**config.mk**
```make
export PLATFORM = sky130hd
export DESIGN_NAME = dfr_phase_sequencer_flat
export DESIGN_NICKNAME = d
export VERILOG_FILES = /design/src/rtl/dfr_phase_sequencer_if.sv /design/src/rtl/dfr_phase_sequencer.sv /design/src/flat_wrapper.sv
export SDC_FILE = /design/constraint.sdc
export NUM_CORES = 1
export LEC_CHECK = 0
export CAP_MARGIN = 10
export CORE_MARGIN = 2
export CORE_UTILIZATION = 45
export DETAILED_ROUTE_END_ITERATION = 6
export PLACE_DENSITY = 0.73
export SETUP_SLACK_MARGIN = 0.05
export SLEW_MARGIN = 20
export SYNTH_ARGS = -nofsm -noshare
export SYNTH_HDL_FRONTEND = slang
export SYNTH_SLANG_ARGS = --single-unit
```
**constraint.sdc**
```tcl
create_clock -name S_AXI_ACLK -period 17.25 [get_ports S_AXI_ACLK]
set_input_delay 3.45 -clock S_AXI_ACLK [delete_from_list [all_inputs] [get_ports S_AXI_ACLK]]
set_output_delay 3.45 -clock S_AXI_ACLK [all_outputs]
set_load 0.01 [all_outputs]
```
**src/rtl/dfr_phase_sequencer_if.sv**
```systemverilog
// Control/handshake bundle between the config block, the phase sequencer
// and the reservoir datapath.
interface dfr_phase_sequencer_if #(
    parameter int unsigned CNT_WIDTH = 32
);
    logic                 start;
    logic [CNT_WIDTH-1:0] num_init_samples;
    logic [CNT_WIDTH-1:0] num_train_samples;
    logic [CNT_WIDTH-1:0] num_test_samples;
    logic [CNT_WIDTH-1:0] num_steps_per_sample;
    logic                 step_ack;
    logic                 busy;
    logic [1:0]           phase;
    logic                 step_req;
    logic [CNT_WIDTH-1:0] sample_idx;
    logic [CNT_WIDTH-1:0] step_idx;
    logic                 sample_done;
    logic                 done;

    modport master (
        input  start, num_init_samples, num_train_samples, num_test_samples,
               num_steps_per_sample, step_ack,
        output busy, phase, step_req, sample_idx, step_idx, sample_done, done
    );

    modport slave (
        output start, num_init_samples, num_train_samples, num_test_samples,
               num_steps_per_sample, step_ack,
        input  busy, phase, step_req, sample_idx, step_idx, sample_done, done
    );
endinterface

```
**src/rtl/dfr_phase_sequencer.sv**
```systemverilog
// Steps the DFR datapath through INIT, TRAIN and TEST, issuing one req/ack
// handshake per reservoir step. Outputs are registered except step_req.
module dfr_phase_sequencer #(
    parameter int unsigned CNT_WIDTH = 32
) (
    input  logic                  S_AXI_ACLK,
    input  logic                  Local_Reset,
    dfr_phase_sequencer_if.master bus
);
    typedef enum logic [2:0] {StIdle, StLoad, StInit, StTrain, StTest, StDone} state_e;

    state_e state_q, state_d;
    state_e first_phase, after_init, after_train, next_phase;

    logic [CNT_WIDTH-1:0] init_q, train_q, test_q, steps_q;
    logic [CNT_WIDTH-1:0] sample_idx_q, sample_idx_d, step_idx_q, step_idx_d;
    logic [CNT_WIDTH-1:0] cur_samples;
    logic                 busy_q, busy_d, sample_done_q, sample_done_d, done_q, done_d;
    logic [1:0]           phase_q, phase_d;
    logic                 in_phase, step_fire, last_step, last_sample;

    assign in_phase    = (state_q == StInit) || (state_q == StTrain) || (state_q == StTest);
    assign step_fire   = in_phase && bus.step_ack;

    // Only evaluated inside a phase, where both counts are known nonzero.
    assign last_step   = (step_idx_q == steps_q - CNT_WIDTH'(1));
    assign last_sample = (sample_idx_q == cur_samples - CNT_WIDTH'(1));

    assign after_train = (test_q != '0) ? StTest : StDone;
    assign after_init  = (train_q != '0) ? StTrain : after_train;
    assign first_phase = (steps_q == '0) ? StDone :
                         (init_q != '0)  ? StInit : after_init;

    always_comb begin
        cur_samples = '0;
        next_phase  = StDone;
        case (state_q)
            StInit: begin
                cur_samples = init_q;
                next_phase  = after_init;
            end
            StTrain: begin
                cur_samples = train_q;
                next_phase  = after_train;
            end
            StTest: begin
                cur_samples = test_q;
                next_phase  = StDone;
            end
            default: ;
        endcase
    end

    always_comb begin
        state_d       = state_q;
        sample_idx_d  = sample_idx_q;
        step_idx_d    = step_idx_q;
        sample_done_d = 1'b0;
        case (state_q)
            StIdle: begin
                sample_idx_d = '0;
                step_idx_d   = '0;
                if (bus.start) state_d = StLoad;
            end
            StLoad: state_d = first_phase;
            StInit, StTrain, StTest: begin
                if (step_fire) begin
                    if (!last_step) begin
                        step_idx_d = step_idx_q + CNT_WIDTH'(1);
                    end else begin
                        step_idx_d    = '0;
                        sample_done_d = 1'b1;
                        if (!last_sample) begin
                            sample_idx_d = sample_idx_q + CNT_WIDTH'(1);
                        end else begin
                            sample_idx_d = '0;
                            state_d      = next_phase;
                        end
                    end
                end
            end
            StDone:  state_d = StIdle;
            default: state_d = StIdle;
        endcase

        // Registered outputs track the state being entered.
        busy_d = (state_d == StLoad) || (state_d == StInit) ||
                 (state_d == StTrain) || (state_d == StTest);
        done_d = (state_d == StDone);
        case (state_d)
            StInit:  phase_d = 2'd1;
            StTrain: phase_d = 2'd2;
            StTest:  phase_d = 2'd3;
            default: phase_d = 2'd0;
        endcase
    end

    always_ff @(posedge S_AXI_ACLK or posedge Local_Reset) begin
        if (Local_Reset) begin
            state_q       <= StIdle;
            sample_idx_q  <= '0;
            step_idx_q    <= '0;
            sample_done_q <= 1'b0;
            busy_q        <= 1'b0;
            done_q        <= 1'b0;
            phase_q       <= 2'd0;
        end else begin
            state_q       <= state_d;
            sample_idx_q  <= sample_idx_d;
            step_idx_q    <= step_idx_d;
            sample_done_q <= sample_done_d;
            busy_q        <= busy_d;
            done_q        <= done_d;
            phase_q       <= phase_d;
        end
    end

    // Counts are captured only on an accepted start; later writes cannot disturb a run.
    always_ff @(posedge S_AXI_ACLK or posedge Local_Reset) begin
        if (Local_Reset) begin
            init_q  <= '0;
            train_q <= '0;
            test_q  <= '0;
            steps_q <= '0;
        end else if (state_q == StIdle && bus.start) begin
            init_q  <= bus.num_init_samples;
            train_q <= bus.num_train_samples;
            test_q  <= bus.num_test_samples;
            steps_q <= bus.num_steps_per_sample;
        end
    end

    assign bus.step_req    = in_phase;
    assign bus.busy        = busy_q;
    assign bus.phase       = phase_q;
    assign bus.sample_idx  = sample_idx_q;
    assign bus.step_idx    = step_idx_q;
    assign bus.sample_done = sample_done_q;
    assign bus.done        = done_q;
endmodule

```
**src/flat_wrapper.sv**
```systemverilog
// flat-port wrapper written by rule: the top's interface ports become plain ports
module dfr_phase_sequencer_flat 
#(
    parameter int unsigned CNT_WIDTH = 32
)
  (S_AXI_ACLK, Local_Reset, bus_start, bus_num_init_samples, bus_num_train_samples, bus_num_test_samples, bus_num_steps_per_sample, bus_step_ack, bus_busy, bus_phase, bus_step_req, bus_sample_idx, bus_step_idx, bus_sample_done, bus_done);
  dfr_phase_sequencer_if #(.CNT_WIDTH(CNT_WIDTH)) bus_i ();
  input  logic S_AXI_ACLK;
  input  logic Local_Reset;
  input wire logic [$bits(bus_i.start)-1:0] bus_start;
  input wire logic [$bits(bus_i.num_init_samples)-1:0] bus_num_init_samples;
  input wire logic [$bits(bus_i.num_train_samples)-1:0] bus_num_train_samples;
  input wire logic [$bits(bus_i.num_test_samples)-1:0] bus_num_test_samples;
  input wire logic [$bits(bus_i.num_steps_per_sample)-1:0] bus_num_steps_per_sample;
  input wire logic [$bits(bus_i.step_ack)-1:0] bus_step_ack;
  output wire logic [$bits(bus_i.busy)-1:0] bus_busy;
  output wire logic [$bits(bus_i.phase)-1:0] bus_phase;
  output wire logic [$bits(bus_i.step_req)-1:0] bus_step_req;
  output wire logic [$bits(bus_i.sample_idx)-1:0] bus_sample_idx;
  output wire logic [$bits(bus_i.step_idx)-1:0] bus_step_idx;
  output wire logic [$bits(bus_i.sample_done)-1:0] bus_sample_done;
  output wire logic [$bits(bus_i.done)-1:0] bus_done;
  assign bus_i.start = bus_start;
  assign bus_i.num_init_samples = bus_num_init_samples;
  assign bus_i.num_train_samples = bus_num_train_samples;
  assign bus_i.num_test_samples = bus_num_test_samples;
  assign bus_i.num_steps_per_sample = bus_num_steps_per_sample;
  assign bus_i.step_ack = bus_step_ack;
  assign bus_busy = bus_i.busy;
  assign bus_phase = bus_i.phase;
  assign bus_step_req = bus_i.step_req;
  assign bus_sample_idx = bus_i.sample_idx;
  assign bus_step_idx = bus_i.step_idx;
  assign bus_sample_done = bus_i.sample_done;
  assign bus_done = bus_i.done;
  dfr_phase_sequencer #(.CNT_WIDTH(CNT_WIDTH)) u_core (.S_AXI_ACLK(S_AXI_ACLK), .Local_Reset(Local_Reset), .bus(bus_i));
endmodule
```
# ---- After elaboration in Yosys (flattened, before gate mapping)
# Cells that the tools add are included.
dict set report classes {
  addsub 4
  n_eq_ne 13
  mux 22
  n_reduce_logical 16
}
# cell n
set op_table {}
lappend op_table {{two-way mux 32 bit} 5}
lappend op_table {{case mux 32 bit (2 select lines)} 2}
lappend op_table {{case mux 32 bit (3 select lines)} 1}
lappend op_table {{nonzero test 32 bit} 3}
lappend op_table {{adder 32 x 1 -> 32 bit (second input constant)} 2}
lappend op_table {{equality test 32 bit} 2}
lappend op_table {{subtractor 32 x 1 -> 32 bit (second input constant)} 2}
lappend op_table {{zero test 32 bit} 1}
lappend op_table {{two-way mux 3 bit} 7}
lappend op_table {{equality test 3 x 2 -> 1 bit (second input constant)} 4}
lappend op_table {{equality test 3 bit (second input constant)} 3}
lappend op_table {{case mux 3 bit (3 select lines)} 1}
lappend op_table {{equality test 3 x 1 -> 1 bit (second input constant)} 2}
lappend op_table {{case mux 2 bit (3 select lines)} 1}
lappend op_table {{case mux 3 bit (2 select lines)} 1}
lappend op_table {{logical OR 1 bit} 5}
lappend op_table {{two-way mux 1 bit} 4}
lappend op_table {{!= test 2 x 1 -> 1 bit (second input constant)} 2}
lappend op_table {{zero test 3 bit} 1}
lappend op_table {{AND reduction 3 bit} 1}
lappend op_table {{OR reduction 3 bit} 1}
lappend op_table {{logical AND 1 bit} 2}
lappend op_table {{AND reduction 2 bit} 1}
lappend op_table {{nonzero test 2 bit} 1}
dict set report totals {
  output_inout_bits 70
  regBits 200
  wordCells 66
  in_bits 132
}

# ---- Longest topological paths before layout
# Gate-level depths: netlist (run 1).
dict set report logic_depth {
  word_depth 12
  depth_mapped 18
  ltp_nobuf 14
}

# ---- Worst setup path before layout (run 1)
# No wires, ideal clock.
dict set report synth_path {
  kind {input to register}
  from {input bus_start}
  to {register u_core.init_q[0]}
  t_required_ps 17125
  n_path_buf 3
  setup_slack_ps 12195
  arrival_ps 4930
  stages 5
  setup_ps 125
  cell_sequence {nor4b_1 clkbuf_1 clkbuf_1 clkbuf_1 mux2_2}
}
dict set report synth_via {
  elab_chain_len 1
}
# element line
set synth_lines {}
lappend synth_lines {{start: declaration} flat_wrapper.sv:10} ;# input wire logic [$bits(bus_i.start)-1:0] bus_start;
lappend synth_lines {{logical AND 1 bit} dfr_phase_sequencer.sv:125} ;# end else if (state_q == StIdle && bus.start) begin
lappend synth_lines {{end signal: assignment} dfr_phase_sequencer.sv:126} ;# init_q <= bus.num_init_samples;
lappend synth_lines {{end: declaration} dfr_phase_sequencer.sv:15} ;# logic [CNT_WIDTH-1:0] init_q, train_q, test_q, steps_q;
# No other way between the ends.
# A chain may end at the register's enable or synchronous reset.

# ---- Worst setup path in the final report (run 1)
dict set report layout_path {
  from {register u_core.state_q[2]}
  to {output bus_step_req}
}
dict set report layout_via {
  elab_chain_len 3
  elab_cells_between_ends 5
  cone_classes {eq/ne (3); reduce/logical (2)}
}
# element line
set layout_lines {}
lappend layout_lines {{start: declaration} dfr_phase_sequencer.sv:12} ;# state_e state_q, state_d;
lappend layout_lines {{start signal: assignment} dfr_phase_sequencer.sv:100} ;# state_q <= StIdle;
lappend layout_lines {{start signal: assignment} dfr_phase_sequencer.sv:108} ;# state_q <= state_d;
lappend layout_lines {{equality test 3 x 2 -> 1 bit} dfr_phase_sequencer.sv:22} ;# assign in_phase = (state_q == StInit) || (state_q == StTrain) || (state_q == StTest);
lappend layout_lines {{logical OR 1 bit} dfr_phase_sequencer.sv:22}
lappend layout_lines {{logical OR 1 bit (*)} dfr_phase_sequencer.sv:22}
lappend layout_lines {{end: declaration} flat_wrapper.sv:18} ;# output wire logic [$bits(bus_i.step_req)-1:0] bus_step_req;
# Every way passes the cells marked *; elsewhere a longest branch is shown, timed or not.

==> out/metrics.csv, run 1 <==
stage;metric;value;unit
pwr;powerDensity;148;nW/um^2
routing;drt_pass1_iterations;5;
routing;first_iter_violations;925;
sta;fin_crit_sh;35.5;%
min_path;hold_path_class;reg2reg;
sta;setup_viol;0;
routing;vias_per_cell;5.83;
sta;maxSlewViolCount;0;
sta;worst_pin_slew;0.953;ns
die;start_util;45.8;%
critical_path;cp.arrival;2.67;ns
critical_path;r2r_slack;11.34;ns
synthesis;synth.avg_cell_area;10.3;um^2
clocking;clockRootBuffer;clkbuf_16;
cells_and_area;fin_nets;1457;
clocking;cts.sinks;200;
synthesis;synthesis.area;11900;um^2
critical_path;cp_max_fo;69;
critical_path;worstSetupPathType;reg2out;
die;core_area;26100;um^2
critical_path;crit_chain;buf_4 > nor2b_1 > a21o_1 > clkdlybuf4s50_1;
cells_and_area;final_cell_mix;clkdlybuf4s50_1, dfrtp_1, mux2_2;
global_routing;grt_pass1_wl;52100;um
synthesis;synth_ff_type;dfrtp_1;
critical_path;cp_top_family;buffers and inverters;
sta;rsz0062_at_grt;no;
sta;hold-worst-slack;0.529;ns
placement;dpl.hpwl;24500;um
clocking;cts_made_buffers;17;
clocking;clockBufferDepth;2;
critical_path;critical_path_buf_inv_count;2;
synthesis;syn-instance-count;1156;
routing;vias;9743;
die;dieWidth;167;um
cells_and_area;nFillCells;2307;
critical_path;startpoint;u_core.state_q[2];
placement;gp_congestion;0.919;
global_routing;grt_max_degree;121;
routing;wire_per_inst;19.6;um
run_status;run_status;finished, final reports clean;
sta;fin_skew;0.0160;ns
critical_path;cp-endpoint;bus_step_req;
synthesis;synth_seq_cells;200;
global_routing;grt_usage;23.5;%
synthesis;ys_warn_count;0;
sta;period_needed;6.12;ns
critical_path;reg2reg_depth;14;
job;maxCapViolCount;0;
critical_path;crit_cells;4;
pwr;vdd_drop_max;0.0767;mV
die;pin_count;202;
die;die_h;167;um
routing;drc;0;
placement;numPortBuffers;201;
critical_path;startpoint_type;flop;
sta;final_hold_viol_count;0;
routing;ant_nets;0;
synthesis;synthesis.nets;1293;
critical_path;worstPathRequired;13.80;ns
clocking;cts_tree;done;
clocking;htreeDepth;4;
clocking;clkTransAtPathRegs;0.07;ns
clocking;clk_latency;0.44;ns
synthesis;synth_edf_count;0;
critical_path;rr_endpoint;u_core.bus.phase[1];
die;dieArea;27900;um^2
synthesis;synth.yosys.seq_area_share;41.9;%
clocking;ctsHoldBuffers;0;
synthesis;async_reset_ff_share;100;%
synthesis;synth_cell_type_count;75;
die;rows;59;
sta;max_slew_margin;35.9;%
global_routing;grt_overflow_total;0;
global_routing;grt_antenna_before_repair;2;
cells_and_area;syn2layout_area_growth;23.1;%
sta;finalSetupTns;0;ns
critical_path;cp_slowest_cell;nor2b_1;
routing;drt-total-wl;32700;um
critical_path;cpPeakStageDelay;0.69;ns
global_routing;grt_pass1_vias;9537;
sta;max_freq;163;MHz
cells_and_area;drive_gt1_share;15.6;%
cells_and_area;final_common_cell;clkdlybuf4s50_1;
clocking;postCtsSetupBuffers;0;
clocking;ctsResizeCount;0;
pwr;power.leakage;0.00570;uW
critical_path;r2r_start;u_core.state_q[2];
critical_path;endpoint_kind;output pin;
## metrics by stage
step                instance area [um^2]  setup WS, ns  total power [uW]  cells  utilization, %
floorplan                          11900          8.35              1520   1156               -
global placement                   14200         10.78              1750   1636            54.3
detailed placement                 14200         10.74              1790   1636            54.3
CTS                                14700         11.16              2160   1668            56.4
global route                       14700         10.98              2310   1668            56.4
finish                             14700         11.13              2170   1670            56.4
## flip-flops by register name, indices dropped and copies added, names as in the netlist, 2 cells and up
signal	flops
u_core.train_q	32
u_core.state_q	3
u_core.test_q	32
u_core.bus.sample_idx	32
u_core.bus.step_idx	32
u_core.bus.phase	2
u_core.steps_q	32
u_core.init_q	32
## report_power, final
group          internal, uW  total (uW)  leakage [uW]  switching, uW
clock network           189         372      0.000251            182
logic                   465         990       0.00296            526
registers               632         810       0.00249            177
total                  1290        2170       0.00570            885
## worst min-delay path by stage
stage	from	end	slack [ns]	cells past startpoint
floorplan	u_core.init_q[4]	u_core.init_q[4]	0.49	1
global placement	u_core.init_q[20]	u_core.init_q[20]	0.51	1
detailed placement	u_core.init_q[28]	u_core.init_q[28]	0.52	1
CTS	u_core.init_q[28]	u_core.init_q[28]	0.53	1
global route	u_core.test_q[18]	u_core.test_q[18]	0.55	1
finish	u_core.init_q[28]	u_core.init_q[28]	0.53	1
## layout make-up
type | instances | area [um^2] | area share (%)
Multi-Input combinational cell | 876 | 6600 | 44.9
Sequential cell | 200 | 5010 | 34.1
Timing Repair Buffer | 209 | 2080 | 14.1
Clock buffer | 22 | 454 | 3.09
Tap cell | 335 | 419 | 2.85
Clock inverter | 10 | 72.6 | 0.494
Inverter | 16 | 67.6 | 0.460
Antenna cell | 2 | 5.00 | 0.0341
## cells in the mapped netlist (4+ instances only)
| master | n | area (um^2) |
|---|---|---|
| a211oi_1 | 17 | 128 |
| a211oi_2 | 10 | 125 |
| a21oi_1 | 17 | 85.1 |
| a31oi_1 | 4 | 25.0 |
| a41o_1 | 4 | 40.0 |
| and2_1 | 5 | 31.3 |
| and3_1 | 19 | 119 |
| and4_1 | 6 | 52.6 |
| and4bb_2 | 6 | 75.1 |
| buf_1 | 4 | 15.0 |
| buf_2 | 13 | 65.1 |
| clkbuf_1 | 42 | 158 |
| dfrtp_1 | 200 | 5000 |
| ha_1 | 5 | 62.6 |
| inv_1 | 16 | 60.1 |
| mux2_2 | 124 | 1400 |
| mux2i_1 | 6 | 60.1 |
| nand2_1 | 60 | 225 |
| nand2b_1 | 7 | 43.8 |
| nand3_1 | 42 | 210 |
| nand3b_1 | 5 | 37.5 |
| nand4_1 | 31 | 194 |
| nor2_1 | 98 | 368 |
| nor2b_1 | 15 | 93.8 |
| nor3_1 | 31 | 155 |
| nor4_1 | 38 | 238 |
| nor4b_1 | 6 | 52.6 |
| nor4bb_1 | 49 | 490 |
| o211ai_1 | 6 | 45.0 |
| o21ai_0 | 22 | 110 |
| o21ai_1 | 4 | 20.0 |
| o31a_1 | 4 | 35.0 |
| o31ai_1 | 6 | 45.0 |
| o41ai_1 | 4 | 35.0 |
| or2_2 | 7 | 43.8 |
| or3_1 | 5 | 31.3 |
| or4_1 | 11 | 82.6 |
| xnor2_1 | 74 | 648 |
| xor2_1 | 69 | 604 |
## worst register-to-register path, stage by stage, from the launching register on
cell	delay, ns
dfrtp_2	0.34
buf_4	0.48
nor2b_1	0.34
a221oi_1	0.61
ha_1	0.44
nand4_1	0.24
or4_1	0.63
nor4_1	0.48
and3_1	0.25
o31ai_1	0.08
or4_4	0.59
nor4b_2	0.42
mux2_4	0.35
or2_4	0.26
mux2_4	0.30
## cells by family after synthesis
group / after synthesis / synth area share (%)
simple gates: 465 / 23.4
flops: 200 / 41.9
xor+xnor: 143 / 10.5
mux: 132 / 12.4
compound gates: 131 / 8.33
buf+inv: 80 / 2.90
fa+ha+maj: 5 / 0.524
## metal layers
layer	vias to the layer above	GRT usage [%]	share of wire [%]
met4	0	6.78	2.5
met1	4761	31.4	43
met3	50	5.73	6.7
met5	-	0	0
met2	334	38.2	48
li1	4598	-	-
Note: power is estimated with default switching activity, not from simulation.
==> inputs of run 2 (changes only) <==
Clock period 17.25 ns to 5.7 ns, I/O delays scaled along.
==> run 2 against run 1 <==
  * Power grew to 3.1 times the previous value
  * Register-to-register slack worse by 11 ns
  * First-iteration DRC count is 6.2% lower
  * Clock power grew to 3.2 times the previous value
  * Critical path depth rose by 9
  * Worst setup slack got worse by 11 ns
  * Sequential power rose to 3.1 times the previous value
  * Critical path type is now reg2reg
  * Highest routed layer unchanged
==> out/metrics.csv, run 2 (synthesized netlist as in run 1, its figures left out) <==
stage;metric;value;unit;change
global_routing;grt_pass1_vias;9681;;was 9537
clocking;cts_tree;done;;unchanged
sta;setup_viol;0;;unchanged
clocking;clockRootBuffer;clkbuf_16;;unchanged
clocking;clk_latency;0.44;ns;about the same
global_routing;grt_overflow_total;0;;unchanged
sta;setup_ws;0.356;ns;was 11.13 ns
critical_path;cp_max_fo;25;;was 69
cells_and_area;fin_nets;1471;;was 1457
cells_and_area;final_cell_mix;clkdlybuf4s50_1, dfrtp_1, mux2_2;;unchanged
global_routing;grt_usage;23.8;%;was 23.5%
die;dieWidth;167;um;unchanged
sta;period_needed;5.34;ns;
cells_and_area;fin_cells;1682;;was 1670
routing;first_iter_violations;868;;was 925
critical_path;cp.arrival;5.66;ns;was 2.67 ns
sta;max_slew_margin;33.4;%;was 35.9%
job;maxCapViolCount;0;;unchanged
sta;fin_crit_sh;93.8;%;
die;pin_count;202;;unchanged
die;die_h;167;um;unchanged
sta;final_hold_viol_count;0;;unchanged
critical_path;endpoint_kind;flop;;was output pin
cells_and_area;final_area;14900;um^2;was 14700 um^2
critical_path;startpoint_type;flop;;unchanged
clocking;htreeDepth;4;;unchanged
critical_path;worstPathRequired;6.01;ns;was 13.80 ns
die;core_area;26100;um^2;unchanged
sta;maxSlewViolCount;0;;unchanged
min_path;hold_path_class;reg2reg;;unchanged
placement;placed_cells;1650;;was 1636
routing;wire_per_inst;19.7;um;was 19.6 um
die;dieArea;27900;um^2;unchanged
clocking;clkTransAtPathRegs;0.07;ns;about the same
clocking;clockBufferDepth;2;;unchanged
pwr;powerDensity;451;nW/um^2;was 148 nW/um^2
sta;worst_pin_slew;0.990;ns;was 0.953 ns
run_status;run_status;finished, final reports clean;;unchanged
sta;finalSetupTns;0;ns;unchanged
sta;hold-worst-slack;0.532;ns;was 0.529 ns
routing;drt-total-wl;33200;um;was 32700 um
cells_and_area;final_common_cell;clkdlybuf4s50_1;;unchanged
routing;vias_per_cell;5.85;;was 5.83
die;rows;59;;unchanged
routing;drt_pass1_iterations;7;;was 5
sta;max_freq;187;MHz;
placement;dpl_cell_area;14300;um^2;was 14200 um^2
sta;rsz0062_at_grt;no;;unchanged
global_routing;grt_antenna_before_repair;2;;unchanged
clocking;cts_made_buffers;17;;unchanged
routing;ant_nets;0;;unchanged
cells_and_area;syn2layout_area_growth;24.6;%;was 23.1%
placement;dp_slack;0.435;ns;was 10.74 ns
placement;dpl.hpwl;25400;um;was 24500 um
placement;gp_congestion;1.02;;was 0.919
pwr;vdd_drop_max;0.230;mV;was 0.0767 mV
critical_path;worstSetupPathType;reg2reg;;was reg2out
placement;numPortBuffers;201;;unchanged
routing;vias;9844;;was 9743
cells_and_area;drive_gt1_share;16.7;%;was 15.6%
clocking;cts.sinks;200;;unchanged
global_routing;grt_max_degree;91;;was 121
global_routing;grt_pass1_wl;53000;um;was 52100 um
pwr;power.leakage;0.00579;uW;was 0.00570 uW
sta;fin_skew;0.0140;ns;was 0.0160 ns
die;start_util;45.8;%;unchanged
routing;drc;0;;unchanged
## run 2: changes by cell type in the layout (fill, tap and decap cells not counted), sizes merged
cell	before	now
diode	2	1
clkbuf	22	19
bufinv	0	1
buf	8	22
clkinvlp	3	5
inv	18	17
## run 2: through the flow
step	total power, uW	utilization (%)
after floorplan	4590	-
after global placement	5400	54.9
after detailed placement	5480	54.9
after CTS	6690	57.1
after global routing	7140	57.1
final	6710	57.1
## run 2: final cells by class
class	instances	area, um^2
clock inverters	12	124
clock buffers	19	443
fillers	2223	11200
inverters	16	63.8
flip-flops and latches	200	5010
repair buffers	223	2210
well taps	335	419
multi-input cells	876	6600
diodes	1	2.50
## run 2: repair_timing
| action | 4_1_cts | 5_1_grt |
|---|---|---|
| hold buffers | 0 | 0 |
| resized for setup | 0 | 1 |
| buffers inserted | 0 | 0 |
| endpoints found under the setup margin | 0 | 1 |
## run 2: path summary, 6_finish.rpt
path	endpoint	cells after the start	start	slack [ns]
max	u_core.bus.phase[1]	13	u_core.state_q[2]	0.36
min	u_core.test_q[20]	1	u_core.test_q[20]	0.53
max reg2reg	u_core.bus.phase[1]	13	u_core.state_q[2]	0.36
min reg2reg	u_core.test_q[20]	1	u_core.test_q[20]	0.53
max in group asynchronous	u_core.steps_q[5]	3	Local_Reset	3.66
min in group asynchronous	u_core.steps_q[29]	2	Local_Reset	0.99
## run 2: metal layers
| metal | share of wire, % | vias to the layer above | wire [um] | track usage, % |
|---|---|---|---|---|
| met3 | 6.3 | 57 | 2080 | 4.25 |
| met1 | 43 | 4826 | 14200 | 31.5 |
| met2 | 49 | 343 | 16200 | 40.2 |
| met4 | 2.3 | 0 | 762 | 6.78 |
| met5 | 0 | - | 0 | 0 |
| li1 | - | 4618 | - | - |
## run 2: worst max-delay path, stage by stage (launching register included)
cell and delay, ns:
dfrtp_2 0.52, and3b_1 0.36, buf_4 0.30, a211oi_2 0.51, nand2_1 0.23, or4_1 0.72
nor3_4 0.20, a41oi_1 0.13, or4_1 0.52, or4_4 0.47, nor4b_2 0.38, mux2_4 0.35
or2_4 0.25, mux2_4 0.29
## run 2: power breakdown
part | leakage, uW | switching, uW | total (uW) | internal, uW
logic | 0.00303 | 1570 | 3010 | 1440
registers | 0.00249 | 600 | 2510 | 1910
clock network | 0.000266 | 564 | 1180 | 620
total | 0.00579 | 2730 | 6710 | 3970
==> inputs of run 3 (changes only) <==
Clock period 5.7 ns to 5.4 ns, I/O delays scaled along.
==> run 3 against run 2 <==
  * Wire length up 0.59%
  * Utilization up 0.34 points
  * Worst setup slack lost 0.039 ns
  * Fmax rose by 5.1%
  * Final area grew 0.59%
  * Via count up 0.61%
  * Non-clock buffer count is 10 higher
  * First-iteration DRC count is 0.23% lower
  * Die area is the same
  * Worst hold slack improved by 0.0059 ns
  * Critical endpoint unchanged
==> out/metrics.csv, run 3 (synthesized netlist as in run 1, its figures left out) <==
stage;metric;value;unit;change
run_status;run_status;finished, final reports clean;;unchanged
global_routing;grt_pass1_vias;9802;;was 9681
routing;first_iter_violations;866;;was 868
global_routing;grt_pass1_wl;53800;um;was 53000 um
cells_and_area;fin_nets;1481;;was 1471
critical_path;r2r_slack;0.32;ns;was 0.36 ns
clocking;cts_tree;done;;unchanged
clocking;clockBufferDepth;2;;unchanged
global_routing;grt_antenna_before_repair;2;;unchanged
clocking;ctsHoldBuffers;0;;unchanged
sta;maxSlewViolCount;0;;unchanged
die;core_area;26100;um^2;unchanged
routing;drc;0;;unchanged
clocking;ctsResizeCount;0;;unchanged
clocking;clk_latency;0.45;ns;was 0.44 ns
critical_path;worstPathRequired;5.72;ns;was 6.01 ns
die;start_util;45.8;%;unchanged
sta;worst_pin_slew;0.941;ns;was 0.990 ns
routing;vias;9904;;was 9844
critical_path;worstSetupPathType;reg2reg;;unchanged
critical_path;cpPeakStageDelay;0.59;ns;was 0.72 ns
sta;rsz0062_at_grt;no;;unchanged
sta;fin_skew;0.0157;ns;was 0.0140 ns
critical_path;crit_chain;and3b_1 > buf_4 > a211oi_1 > nand4_1 > or4_1 > nor3_4 > a41oi_1 > or4_1 > or4_4 > nor4b_2 > mux2_4 > or2_4 > mux2_4;;was and3b_1 > buf_4 > a211oi_2 > nand2_1 > or4_1 > nor3_4 > a41oi_1 > or4_1 > or4_4 > nor4b_2 > mux2_4 > or2_4 > mux2_4
sta;finalSetupTns;0;ns;unchanged
critical_path;startpoint_type;flop;;unchanged
routing;wire_per_inst;19.7;um;about the same
placement;dpl_cell_area;14400;um^2;was 14300 um^2
global_routing;grt_overflow_total;0;;unchanged
global_routing;grt_usage;24.2;%;was 23.8%
global_routing;grt_max_degree;153;;was 91
cells_and_area;final_cell_mix;clkdlybuf4s50_1, dfrtp_1, mux2_2;;unchanged
cells_and_area;drive_gt1_share;17.4;%;was 16.7%
cells_and_area;syn2layout_area_growth;25.3;%;was 24.6%
clocking;htreeDepth;4;;unchanged
min_path;hold_path_class;reg2reg;;unchanged
critical_path;endpoint_kind;flop;;unchanged
clocking;clockRootBuffer;clkbuf_16;;unchanged
sta;final_hold_viol_count;0;;unchanged
placement;numPortBuffers;201;;unchanged
routing;drt-total-wl;33400;um;was 33200 um
critical_path;cp_max_fo;16;;was 25
pwr;vdd_drop_max;0.249;mV;was 0.230 mV
die;pin_count;202;;unchanged
die;die_h;167;um;unchanged
placement;gp_congestion;0.958;;was 1.02
clocking;cts.sinks;200;;unchanged
routing;drt_pass1_iterations;5;;was 7
critical_path;cp.arrival;5.40;ns;was 5.66 ns
routing;vias_per_cell;5.85;;about the same
cells_and_area;nFillCells;2250;;was 2223
sta;fin_crit_sh;94.1;%;was 93.8%
sta;max_freq;197;MHz;was 187 MHz
die;dieArea;27900;um^2;unchanged
clocking;postCtsSetupBuffers;0;;unchanged
cells_and_area;final_area;15000;um^2;was 14900 um^2
sta;setup_viol;0;;unchanged
die;dieWidth;167;um;unchanged
placement;dpl.hpwl;25400;um;about the same
sta;period_needed;5.08;ns;was 5.34 ns
pwr;power.leakage;0.00586;uW;was 0.00579 uW
cells_and_area;multi_input_area;6600;um^2;about the same
routing;ant_nets;0;;unchanged
pwr;powerDensity;481;nW/um^2;was 451 nW/um^2
clocking;cts_made_buffers;17;;unchanged
die;rows;59;;unchanged
clocking;clkTransAtPathRegs;0.08;ns;was 0.07 ns
cells_and_area;final_common_cell;clkdlybuf4s50_1;;unchanged
cells_and_area;regArea;5010;um^2;unchanged
critical_path;cp_slowest_cell;or4_1;;unchanged
job;maxCapViolCount;0;;unchanged
sta;max_slew_margin;36.7;%;was 33.4%
[run 3: cell type report]
| cell class | instances | share of cell area, % |
|---|---|---|
| multi-input cells | 876 | 44.1 |
| well taps | 335 | 2.80 |
| clock buffers | 17 | 2.84 |
| repair buffers | 233 | 15.1 |
| diodes | 2 | 0.0334 |
| clock inverters | 15 | 1.22 |
| flip-flops and latches | 200 | 33.5 |
| inverters | 16 | 0.426 |
[run 3: power by group]
part / switching (uW) / total (uW) / internal (uW)
logic: 1660 / 3230 / 1570
clock network: 650 / 1320 / 665
registers: 628 / 2650 / 2020
total: 2940 / 7190 / 4250
[run 3: metal layers]
layer / up-vias / GRT usage, % / wire length (um)
li1: 4640 / - / -
met1: 4873 / 32.7 / 14700
met2: 330 / 39.1 / 15800
met3: 61 / 4.37 / 1920
met4: 0 / 8.62 / 1000
met5: - / 0 / 0
[run 3: critical path: cells and delay by family (launching register included)]
family	cells	cell delay (ns)
compound gates	2	0.71
buf+inv	1	0.22
flops	1	0.48
mux	2	0.65
simple gates	8	2.89
[run 3: path summary, 6_finish.rpt]
kind	startpoint	to	cells after the start
max	u_core.state_q[2]	u_core.bus.phase[1]	13
min	u_core.init_q[27]	u_core.init_q[27]	1
max reg2reg	u_core.state_q[2]	u_core.bus.phase[1]	13
min reg2reg	u_core.init_q[27]	u_core.init_q[27]	1
max in group asynchronous	Local_Reset	u_core.state_q[0]	3
min in group asynchronous	Local_Reset	u_core.init_q[2]	3
[run 3: stage by stage]
stage | worst slack, ns | cells | utilization (%) | total power (uW) | hold WS, ns
after detailed placement | 0.369 | 1660 | 55.1 | 5830 | 0.517
after global placement | 0.472 | 1660 | 55.1 | 5780 | 0.514
after floorplan | 0.464 | 1156 | - | 4850 | 0.495
final | 0.317 | 1694 | 57.4 | 7190 | 0.538
after CTS | 0.352 | 1692 | 57.4 | 7170 | 0.535
after global routing | 0.0521 | 1692 | 57.4 | 7640 | 0.554
